`src/rtl/alu_pkg.sv`:
```
// alu_pkg: shared definitions for the ALU command/accumulator stage.
//   - default data/op widths and command FIFO depth
//   - FSM state encoding
//   - command word layout {load, op, imm}, load in the MSB
package alu_pkg;

  localparam int WIDTH = 4;
  localparam int OPW   = 3;
  localparam int DEPTH = 4;

  typedef enum logic [1:0] {
    IDLE = 2'd0,
    EXEC = 2'd1,
    RESP = 2'd2
  } state_e;

  // Reference layout at the default widths; the RTL slices the same
  // layout by parameter so non-default widths keep the same ordering.
  typedef struct packed {
    logic             load;
    logic [OPW-1:0]   op;
    logic [WIDTH-1:0] imm;
  } cmd_t;

endpackage

```
`src/rtl/cmd_fifo.sv`:
```
// cmd_fifo: synchronous first-word-fall-through FIFO for queued commands.
// Ports:
//   clk, rst         clock, async active-high reset (empties the FIFO)
//   push_i, din_i    write request / data (ignored when full)
//   pop_i, dout_o    read request / head-of-queue data (ignored when empty)
//   full_o, empty_o  occupancy flags
module cmd_fifo #(
  parameter int DW    = 8,
  parameter int DEPTH = 4
) (
  input  logic          clk,
  input  logic          rst,
  input  logic          push_i,
  input  logic [DW-1:0] din_i,
  input  logic          pop_i,
  output logic [DW-1:0] dout_o,
  output logic          full_o,
  output logic          empty_o
);

  localparam int AW = $clog2(DEPTH);
  localparam logic [AW:0] PTR_ONE = {{AW{1'b0}}, 1'b1};

  // Pointers carry one extra wrap bit to tell full from empty.
  logic [AW:0]   wr_q, rd_q;
  logic [DW-1:0] mem_q [DEPTH];
  logic          do_push, do_pop;

  assign empty_o = (wr_q == rd_q);
  assign full_o  = (wr_q[AW] != rd_q[AW]) && (wr_q[AW-1:0] == rd_q[AW-1:0]);
  // Full blocks a push even if a pop happens in the same cycle.
  assign do_push = push_i && !full_o;
  assign do_pop  = pop_i && !empty_o;
  assign dout_o  = mem_q[rd_q[AW-1:0]];

  always_ff @(posedge clk or posedge rst) begin
    if (rst) begin
      wr_q <= '0;
      rd_q <= '0;
    end else begin
      if (do_push) wr_q <= wr_q + PTR_ONE;
      if (do_pop)  rd_q <= rd_q + PTR_ONE;
    end
  end

  always_ff @(posedge clk) begin
    if (do_push) mem_q[wr_q[AW-1:0]] <= din_i;
  end

endmodule

```
`src/rtl/alu_acc_ctrl.sv`:
```
// alu_acc_ctrl: command/accumulator stage in front of a combinational ALU.
// Commands are queued, executed one at a time (IDLE -> EXEC -> RESP), and
// each new accumulator value is returned on a valid/ready response port.
// Ports:
//   clk, rst                          clock, async active-high reset
//   cmd_valid/cmd_ready               command handshake
//   cmd_load, cmd_op, cmd_imm         command fields
//   alu_a, alu_b, alu_s / alu_y       ALU operands out / result in
//   res_valid/res_ready, res_data     response handshake and data
module alu_acc_ctrl
  import alu_pkg::*;
#(
  parameter int WIDTH = alu_pkg::WIDTH,
  parameter int OPW   = alu_pkg::OPW,
  parameter int DEPTH = alu_pkg::DEPTH
) (
  input  logic             clk,
  input  logic             rst,
  input  logic             cmd_valid,
  output logic             cmd_ready,
  input  logic             cmd_load,
  input  logic [OPW-1:0]   cmd_op,
  input  logic [WIDTH-1:0] cmd_imm,
  output logic [WIDTH-1:0] alu_a,
  output logic [WIDTH-1:0] alu_b,
  output logic [OPW-1:0]   alu_s,
  input  logic [WIDTH-1:0] alu_y,
  output logic             res_valid,
  input  logic             res_ready,
  output logic [WIDTH-1:0] res_data
);

  localparam int CW = 1 + OPW + WIDTH;

  state_e           state_q, state_d;
  logic [WIDTH-1:0] acc_q, acc_d;
  logic [WIDTH-1:0] b_q, b_d;
  logic [OPW-1:0]   s_q, s_d;
  logic             load_q, load_d;
  logic [WIDTH-1:0] rdata_q, rdata_d;
  logic             rvalid_q, rvalid_d;

  logic [CW-1:0]    fifo_dout;
  logic             fifo_full, fifo_empty, fifo_pop;

  cmd_fifo #(
    .DW    (CW),
    .DEPTH (DEPTH)
  ) u_fifo (
    .clk     (clk),
    .rst     (rst),
    .push_i  (cmd_valid && cmd_ready),
    .din_i   ({cmd_load, cmd_op, cmd_imm}),
    .pop_i   (fifo_pop),
    .dout_o  (fifo_dout),
    .full_o  (fifo_full),
    .empty_o (fifo_empty)
  );

  // Ready is forced low during reset so nothing is taken while flushing.
  assign cmd_ready = !rst && !fifo_full;

  assign alu_a     = acc_q;
  assign alu_b     = b_q;
  assign alu_s     = s_q;
  assign res_valid = rvalid_q;
  assign res_data  = rdata_q;

  always_ff @(posedge clk or posedge rst) begin
    if (rst) begin
      state_q  <= IDLE;
      acc_q    <= '0;
      b_q      <= '0;
      s_q      <= '0;
      load_q   <= 1'b0;
      rdata_q  <= '0;
      rvalid_q <= 1'b0;
    end else begin
      state_q  <= state_d;
      acc_q    <= acc_d;
      b_q      <= b_d;
      s_q      <= s_d;
      load_q   <= load_d;
      rdata_q  <= rdata_d;
      rvalid_q <= rvalid_d;
    end
  end

  always_comb begin
    state_d  = state_q;
    acc_d    = acc_q;
    b_d      = b_q;
    s_d      = s_q;
    load_d   = load_q;
    rdata_d  = rdata_q;
    rvalid_d = rvalid_q;
    fifo_pop = 1'b0;
    case (state_q)
      IDLE: begin
        if (!fifo_empty) begin
          fifo_pop = 1'b1;
          load_d   = fifo_dout[CW-1];
          s_d      = fifo_dout[WIDTH +: OPW];
          b_d      = fifo_dout[WIDTH-1:0];
          state_d  = EXEC;
        end
      end
      EXEC: begin
        // Load bypasses the ALU; otherwise take its result verbatim (no carry).
        acc_d    = load_q ? b_q : alu_y;
        rdata_d  = acc_d;
        rvalid_d = 1'b1;
        state_d  = RESP;
      end
      RESP: begin
        if (res_ready) begin
          rvalid_d = 1'b0;
          state_d  = IDLE;
        end
      end
      default: state_d = IDLE;
    endcase
  end

endmodule

```
`config.mk`:
```
export PLATFORM = sky130hd
export DESIGN_NAME = alu_acc_ctrl
export DESIGN_NICKNAME = d
export VERILOG_FILES = /design/src/rtl/alu_pkg.sv /design/src/rtl/cmd_fifo.sv /design/src/rtl/alu_acc_ctrl.sv
export SDC_FILE = /design/constraint.sdc
export NUM_CORES = 1
export LEC_CHECK = 0
export CORE_MARGIN = 1
export CORE_UTILIZATION = 46
export CTS_CLUSTER_SIZE = 12
export DETAILED_ROUTE_END_ITERATION = 8
export MAX_ROUTING_LAYER = met4
export PLACE_DENSITY = 0.77
export SLEW_MARGIN = 5
export SYNTH_ARGS = -nofsm -noshare
export SYNTH_HDL_FRONTEND = slang
export SYNTH_HIERARCHICAL = 1
export SYNTH_SLANG_ARGS = --single-unit
export TNS_END_PERCENT = 30
```
`constraint.sdc`:
```
create_clock -name clk -period 2.24 [get_ports clk]
set_input_delay 0.336 -clock clk [delete_from_list [all_inputs] [get_ports clk]]
set_output_delay 0.336 -clock clk [all_outputs]
set_load 0.1 [all_outputs]
```
==> summary.md, run 1 <==
Worst-case clock buffer depth: 2. The number of nets at the end of the flow is 200, and the filler cell count in the final layout is 368. The floorplan has 25 rows.

The share of the synthesized area in compound gates (AO/OA/AOI/OAI) is 5.484%, and the basic-gate share of the synthesized area counting and, or, nand and nor cells is 5.591%. The number of enable-type register cells in the synthesized netlist came out at 32. Number of top-level pins: 33. Summed over all nets, the half-perimeter wirelength after detailed placement is 3259 µm. The cell repeated most along the worst path is sky130_fd_sc_hd__nor3_1. Synthesis produced a netlist whose cell count is 145. The tree built by TritonCTS fans out to 53 sinks. The area overhead of the layout relative to synthesis came out at 20.27%. The tools report the count of pins over their slew limit as 0. The number of different library cells used by synthesis comes to 29. In the synthesized netlist the dominant register cell turns out to be sky130_fd_sc_hd__edfxtp_1.

The data arrival at the endpoint of the critical path is 2.19 ns, and the final count of negative-setup-slack endpoints is 0. The die covers 5348 µm². In the final routing, the length of wire on met1 measures 1904 µm. The largest delay contributor family on the critical path was simple AND/OR/NAND/NOR gates.

The largest net degree at the start of global routing is 19, and the starting utilization of the core area is 48.63%. Clock-pin slew was measured on the worst setup and hold paths at 0.10 ns. In the synthesized netlist the async set-or-reset flop fraction comes to 39.62%. Number of global-route vias before repair: 1,298. The relative max-transition margin is 62.36%. For this block, the initial DRC count from the detailed router was 64. Wires add up to 4070 µm. The final hold violation count was 0; the portion of synthesized cell area occupied by the leading cell type was 41.29%.

Most frequently used cell type in the post-synthesis netlist: sky130_fd_sc_hd__edfxtp_1. Number of buffers created by CTS: 5. The tool flagged a number of max-cap violations equal to 0. After detailed routing, the number of vias per cell comes to 5.215. The slowest stage of the critical path is the sky130_fd_sc_hd__dfrtp_1 cell. Between clock sinks in the finished design, the worst skew comes to 0.004878 ns. The library cell used as clock root buffer was sky130_fd_sc_hd__clkbuf_8.

Ranked by total cell area, the synthesized netlist is headed by sky130_fd_sc_hd__edfxtp_1, sky130_fd_sc_hd__dfrtp_1, sky130_fd_sc_hd__mux4_1. Setup repair after global routing left no endpoint under its margin. The logs give 0.2628 ns for the final setup slack of the worst path and 6582 µm for the first-pass GRT wire length. The dominant cell type by area after synthesis was sky130_fd_sc_hd__edfxtp_1. The logs give 0 for the hold buffer count at cts and 17.85% for the all-layer global routing usage. The total overflow left after global routing is 0. When the netlist entered floorplanning its net count stood at 166. The core region is 4786 µm². Vertical extent of the die: 73.13 µm. Wire segments on met3 add up to 172 µm in the final route.

The share of cells above drive strength 1 is 26.67%. The run gives 0 as the initial antenna violation count. By count the netlist is led by sky130_fd_sc_hd__edfxtp_1, sky130_fd_sc_hd__dfrtp_1, sky130_fd_sc_hd__nand2_1, sky130_fd_sc_hd__mux2_2, sky130_fd_sc_hd__mux4_1. The first TritonRoute pass finished after 4 iterations.

Sequential cells were found to cover 63.87% of the synthesized design area. The element type at the critical path end was a register. The tools report the routability congestion estimate from global placement as 0.8697. Routed length per placed instance: 16.48 µm. In this design, the stage delay of the slowest critical-path cell is 0.58 ns. The run finished with clean final reports. After synthesis the cells add up to 2327 µm². The sequential cell area was 1486 µm²; the pin slew with the least headroom to its limit was 0.5640 ns.

In this run the tool buffered the top-level ports with 32 buffer cells. The xor/xnor cell area share of the yosys netlist works out to 4.355%. In this run the number of H-tree levels came out at 2. The clock reaches the later pin of the worst-skew pair after 0.30 ns. The synthesized area divided by synthesized cell count is 16.05 µm². Signal routing reaches up to met4. The launching element type of the critical path was a register. For the finished layout, the period the worst path requires is 1.977 ns.

Once the clock tree was built, the setup fixing pass inserted 0 buffers. Together, buffers and inverters on the worst path number 0. At the placement stage, the worst setup path has a slack of 0.2821 ns.

The multiplexer share of the synthesized area was 14.62%. The post-CTS resize count is 0, and the detailed-route via count is 1,288. The arithmetic-cell share of the synthesized area counting full adders, half adders and majority gates is 2.688%.

Number of inserted diodes: 0. After synthesis, the largest family of logic cells by area is multiplexers. The area used by multi-input combinational logic was 795.8 µm².

Summed over all nets, wire length on met2 after detailed routing comes to 1963 µm. Count of synthesis-stage warnings from yosys: 6. In this run the worst path has a maximum fanout of 6.

Of the available clock period, the critical path in the final layout requires 88.27%. The signal on the critical path passes through xor2_2, nor3_1, nor3_1, nand2b_1, o31ai_1, a211oi_2. The synthesized design contains 53 register bits. The floorplan step set the die width to 73.13 µm.

TritonCTS built the clock tree. The detail route stage leaves a number of antenna-violating nets equal to 0. The highest clock frequency the design can meet is 505.8 MHz, and the required time at the endpoint of the critical path is 2.46 ns. For this run, design rule violations remaining after detail routing come to 0. The type of the setup path with the least slack is register to register. The type of the worst min-delay path was input pin to async pin.
[worst register-to-register path: stages (launching register included)]
cell and delay (ns):
sky130_fd_sc_hd__dfrtp_1 0.58, sky130_fd_sc_hd__xor2_2 0.20, sky130_fd_sc_hd__nor3_1 0.47, sky130_fd_sc_hd__nor3_1 0.18, sky130_fd_sc_hd__nand2b_1 0.14, sky130_fd_sc_hd__o31ai_1 0.09, sky130_fd_sc_hd__a211oi_2 0.23
[flip-flops by register name, indices dropped and copies added, names as in the netlist]
name          flops
res_data          4
res_valid         1
state_q           2
u_fifo/rd_q       3
u_fifo/wr_q       3
load_q            1
u_fifo/mem_q     32
alu_b             4
alu_s             3
[stage by stage]
step	setup TNS (ns)	std cells	utilization, %	area [µm²]	hold WS, ns
CTS	0	247	58.48	2799	0.3519
floorplan	-1.153	145	-	2361	0.1270
finish	0	247	58.48	2799	0.3571
global route	0	247	58.48	2799	0.3584
detailed placement	0	239	56.52	2705	0.5043
global placement	0	239	56.52	2705	0.4888
[layout make-up]
| cell class | count | area share [%] |
|---|---|---|
| Clock buffer | 5 | 2.459 |
| Clock inverter | 3 | 0.8941 |
| Inverter | 7 | 0.9388 |
| Sequential cell | 53 | 53.11 |
| Timing Repair Buffer | 35 | 11.18 |
| Tap cell | 67 | 2.995 |
| Multi-Input combinational cell | 77 | 28.43 |
[placed cells by master (no fill, tap or decap)]
cell and n:
sky130_fd_sc_hd__clkbuf_8 5, sky130_fd_sc_hd__mux4_1 8, sky130_fd_sc_hd__clkdlybuf4s50_1 15, sky130_fd_sc_hd__nor2_1 2, sky130_fd_sc_hd__and3_2 1, sky130_fd_sc_hd__and2_4 1
sky130_fd_sc_hd__xor2_2 2, sky130_fd_sc_hd__a211oi_1 1, sky130_fd_sc_hd__mux2i_1 4, sky130_fd_sc_hd__inv_1 6, sky130_fd_sc_hd__nor2_4 1, sky130_fd_sc_hd__xor2_1 2
sky130_fd_sc_hd__a31oi_4 1, sky130_fd_sc_hd__nor3_1 3, sky130_fd_sc_hd__dfrtp_1 21, sky130_fd_sc_hd__a21oi_1 5, sky130_fd_sc_hd__nand2_2 1, sky130_fd_sc_hd__a211oi_2 1
sky130_fd_sc_hd__nand2b_1 3, sky130_fd_sc_hd__nand2_1 8, sky130_fd_sc_hd__buf_12 1, sky130_fd_sc_hd__buf_4 19, sky130_fd_sc_hd__ha_1 5, sky130_fd_sc_hd__xnor2_1 4
sky130_fd_sc_hd__xnor2_4 1, sky130_fd_sc_hd__o31ai_1 5, sky130_fd_sc_hd__nor3_4 1, sky130_fd_sc_hd__mux2_2 8, sky130_fd_sc_hd__edfxtp_1 32, sky130_fd_sc_hd__clkinvlp_4 1
sky130_fd_sc_hd__nand3_2 1, sky130_fd_sc_hd__and3_1 2, sky130_fd_sc_hd__inv_6 2, sky130_fd_sc_hd__inv_2 1, sky130_fd_sc_hd__o21ai_0 5, sky130_fd_sc_hd__a21boi_0 1
[metal layers]
layer	vias to the layer above	track usage, %
li1	613	-
met1	637	22.97
met2	34	28.29
met3	4	5.110
met4	0	3.922
met5	-	-
[cells by family (layout without fill, tap and decap cells)]
group,after synthesis,in the layout
buffers and inverters,15,50
AO/OA/AOI/OAI,19,19
adder cells (fa/ha/maj),5,5
AND/OR/NAND/NOR,24,24
XOR/XNOR,9,9
flip-flops,53,53
multiplexers,20,20
[worst paths after layout]
kind | to | startpoint | depth (start not counted) | slack, ns
min in group clk | alu_s[0] | alu_s[0] | 1 | 0.52
max | u_fifo/rd_q[1] | u_fifo/wr_q[0] | 6 | 0.26
min reg2reg | alu_s[0] | alu_s[0] | 1 | 0.52
max in group asynchronous | alu_b[1] | rst | 2 | 1.38
min | u_fifo/wr_q[2] | rst | 2 | 0.36
max reg2reg | u_fifo/rd_q[1] | u_fifo/wr_q[0] | 6 | 0.26
Power of run 1 is not shown: default switching activity piles up to over one toggle a cycle in this logic, so the estimate is an artifact.
==> run 2: changes to the inputs <==
--- a/config.mk
+++ b/config.mk
@@ -6,11 +6,11 @@
 export NUM_CORES = 1
 export LEC_CHECK = 0
 export CORE_MARGIN = 1
-export CORE_UTILIZATION = 46
+export CORE_UTILIZATION = 50
 export CTS_CLUSTER_SIZE = 12
 export DETAILED_ROUTE_END_ITERATION = 8
 export MAX_ROUTING_LAYER = met4
-export PLACE_DENSITY = 0.77
+export PLACE_DENSITY = 0.82
 export SLEW_MARGIN = 5
 export SYNTH_ARGS = -nofsm -noshare
 export SYNTH_HDL_FRONTEND = slang
==> summary.md, run 2 (synthesis results as in run 1) <==
TritonCTS built the clock tree. Clock-pin slew was measured on the worst setup and hold paths at 0.08 ns. The tools report the final routed wirelength across all metal layers as 4174 µm.

The number of port buffers works out to 32. The repair_antennas step left the layout with diodes totalling 0. The total number of placement rows was 24. The cell sitting at the root of the clock tree is a sky130_fd_sc_hd__clkbuf_8. Registers take 1486 µm². Setup repair after global routing left no endpoint under its margin. The routed layout has 1,281 vias. The core region is 4414 µm². The routed length per placed instance is 18.07 µm.

The tools report the highest clock frequency the design can meet as 488.0 MHz. The run gives 0 as the post-CTS resize count. The worst register-to-register path begins at u_fifo/wr_q[0]. The tools report the number of top-level pins as 33. For the initial antenna violation count, the log shows 0. The logs give 52.72% for the starting utilization of the core area and 61.85% for the relative max-transition margin. Summed over all failing endpoints, the final setup total negative slack is 0 ns. Walking the worst path, the cells encountered are xnor2_1, nand3_2, inv_2, nor2_4, buf_12.

From bottom edge to top edge, the die measures 70.23 µm. For this design, the slowest cell found on the critical path is sky130_fd_sc_hd__dfrtp_1. Entering global routing, the biggest net connects 17 pins. The tightest min-delay check is of the input pin to async pin type. The area growth from synthesis to layout is 19.89%. The critical path in this run is classified as register to output port. The tools report the count of placed standard cells in the final layout, fillers left out as 231. The routability congestion estimate from global placement came out at 0.9261. The final layout contains 199 nets. The logs give 4 for the first-pass iteration count of the detailed router and 0 for the remaining design rule violation count.

The data arrival at the endpoint of the critical path was 1.71 ns. The largest single stage delay on the critical path is 0.48 ns. At the worst endpoint, the required time is 1.90 ns. The library cells used most frequently in the layout, excluding fill and tap cells, are sky130_fd_sc_hd__edfxtp_1, sky130_fd_sc_hd__dfrtp_1, sky130_fd_sc_hd__buf_4, sky130_fd_sc_hd__clkdlybuf4s50_1. The worst setup path is launched from a register.

The tools report the final hold violation count as 0. The logs give 2 for the number of H-tree levels and 223 for the cell count after placement. The die footprint came out at 4932 µm².

The multi-input combinational cells in the finished layout cover a total of 795.8 µm². The final worst-path cycle share was 91.49%; the remaining number of nets flagged by the antenna check after routing was 0. Setup slack closes at 0.1907 ns. The filler cells instantiated in the layout total 302.

The smallest clock period supported by the final layout is computed as 2.049 ns. After clock tree synthesis, the flow added hold-fix buffers numbering 0. For the count of buffers added by post-CTS timing repair for setup, the log shows 0. The count of max-cap constraint violations was 0. The tools report the sink count of the clock tree as 53. The total overflow reported by the global router is 0.

The final setup skew came out at 0.003899 ns. Before CTS, the worst setup slack after placement is 0.2843 ns. The count of pins over their slew limit is 0, and the number of global-route vias before repair is 1,305. The critical path contains buffers and inverters numbering 2 combined.

The clock reaches the later pin of the worst-skew pair after 0.30 ns. The flip-flop count of the largest register after layout works out to 32. The run gives 5 as the number of buffers created by CTS.

The maximum net fanout on the critical path came out at 7. The worst-case clock buffer depth came out at 2. The most critical setup path has its startpoint at u_fifo/wr_q[1]. The most common cell after layout, fill and taps aside was sky130_fd_sc_hd__edfxtp_1.

For the pin with the worst max-slew slack, the measured transition is 0.5716 ns. The all-layer global routing usage was 18.87%. The floorplan die width works out to 70.23 µm. Dividing the detail-routed via count by the number of cells gives 5.545. The wire-length estimate of the detail-placed layout is 3186 µm.

Cells with a size suffix above 1 make up 25.70% of the layout. Setup violations remaining at the end of the flow were counted as 0. Largest delay contributor family on the critical path: flip-flops. The tools report the element type at the critical path end as an output port. The logs give 6672 µm for the first-pass GRT wire length and 54 for the iteration-0 DRC count of the detailed router.

The flow ran to the end, and the final reports show no timing, DRC or antenna violations.
## run 2: cell types whose count changed in the layout (fill, tap and decap cells not counted)
cell	previous run	this run
sky130_fd_sc_hd__clkinvlp_4	1	0
sky130_fd_sc_hd__clkinv_4	0	1
sky130_fd_sc_hd__buf_4	19	18
sky130_fd_sc_hd__inv_6	2	0
sky130_fd_sc_hd__bufinv_16	0	1
sky130_fd_sc_hd__clkbuf_1	0	1
## run 2: through the flow
stage | area, µm² | utilization [%] | hold WS, ns
2_1_floorplan | 2361 | - | 0.1270
3_3_place_gp | 2679 | 60.69 | 0.4881
6_report | 2790 | 63.21 | 0.3678
4_1_cts | 2790 | 63.21 | 0.3586
3_5_place_dp | 2679 | 60.69 | 0.5012
5_1_grt | 2790 | 63.21 | 0.3810
## run 2: cell type report
class | instances | share of cell area [%]
flip-flops and latches | 53 | 53.27
multi-input cells | 77 | 28.52
repair buffers | 34 | 10.94
clock buffers | 6 | 2.601
well taps | 52 | 2.332
clock inverters | 2 | 1.390
inverters | 7 | 0.9417
## run 2: path summary, 6_finish.rpt
kind / endpoint / slack (ns) / cells after the start
hold / removal: u_fifo/wr_q[0] / 0.37 / 2
hold reg to reg: alu_s[1] / 0.52 / 1
setup reg to reg: u_fifo/mem_q[3][0] / 0.27 / 7
max in group asynchronous: res_data[0] / 1.37 / 2
min in group clk: alu_s[1] / 0.52 / 1
setup / recovery: cmd_ready / 0.19 / 5
## run 2: layer usage
metal  up-vias  track usage [%]  routed length [µm]
met5         -                -                   0
met4         0            6.000                  55
met3         7            4.040                 231
met2        43            28.99                2072
met1       631            25.35                1814
li1        600                -                   -
Power of run 2 is left out for the same reason.
==> run 3: changes to the inputs <==
--- a/config.mk
+++ b/config.mk
@@ -7,7 +7,6 @@
 export LEC_CHECK = 0
 export CORE_MARGIN = 1
 export CORE_UTILIZATION = 50
-export CTS_CLUSTER_SIZE = 12
 export DETAILED_ROUTE_END_ITERATION = 8
 export MAX_ROUTING_LAYER = met4
 export PLACE_DENSITY = 0.82
==> results of run 3 <==
The final DEF is identical to that of run 2; final timing and power are the same.
Power of run 3 is left out for the same reason.
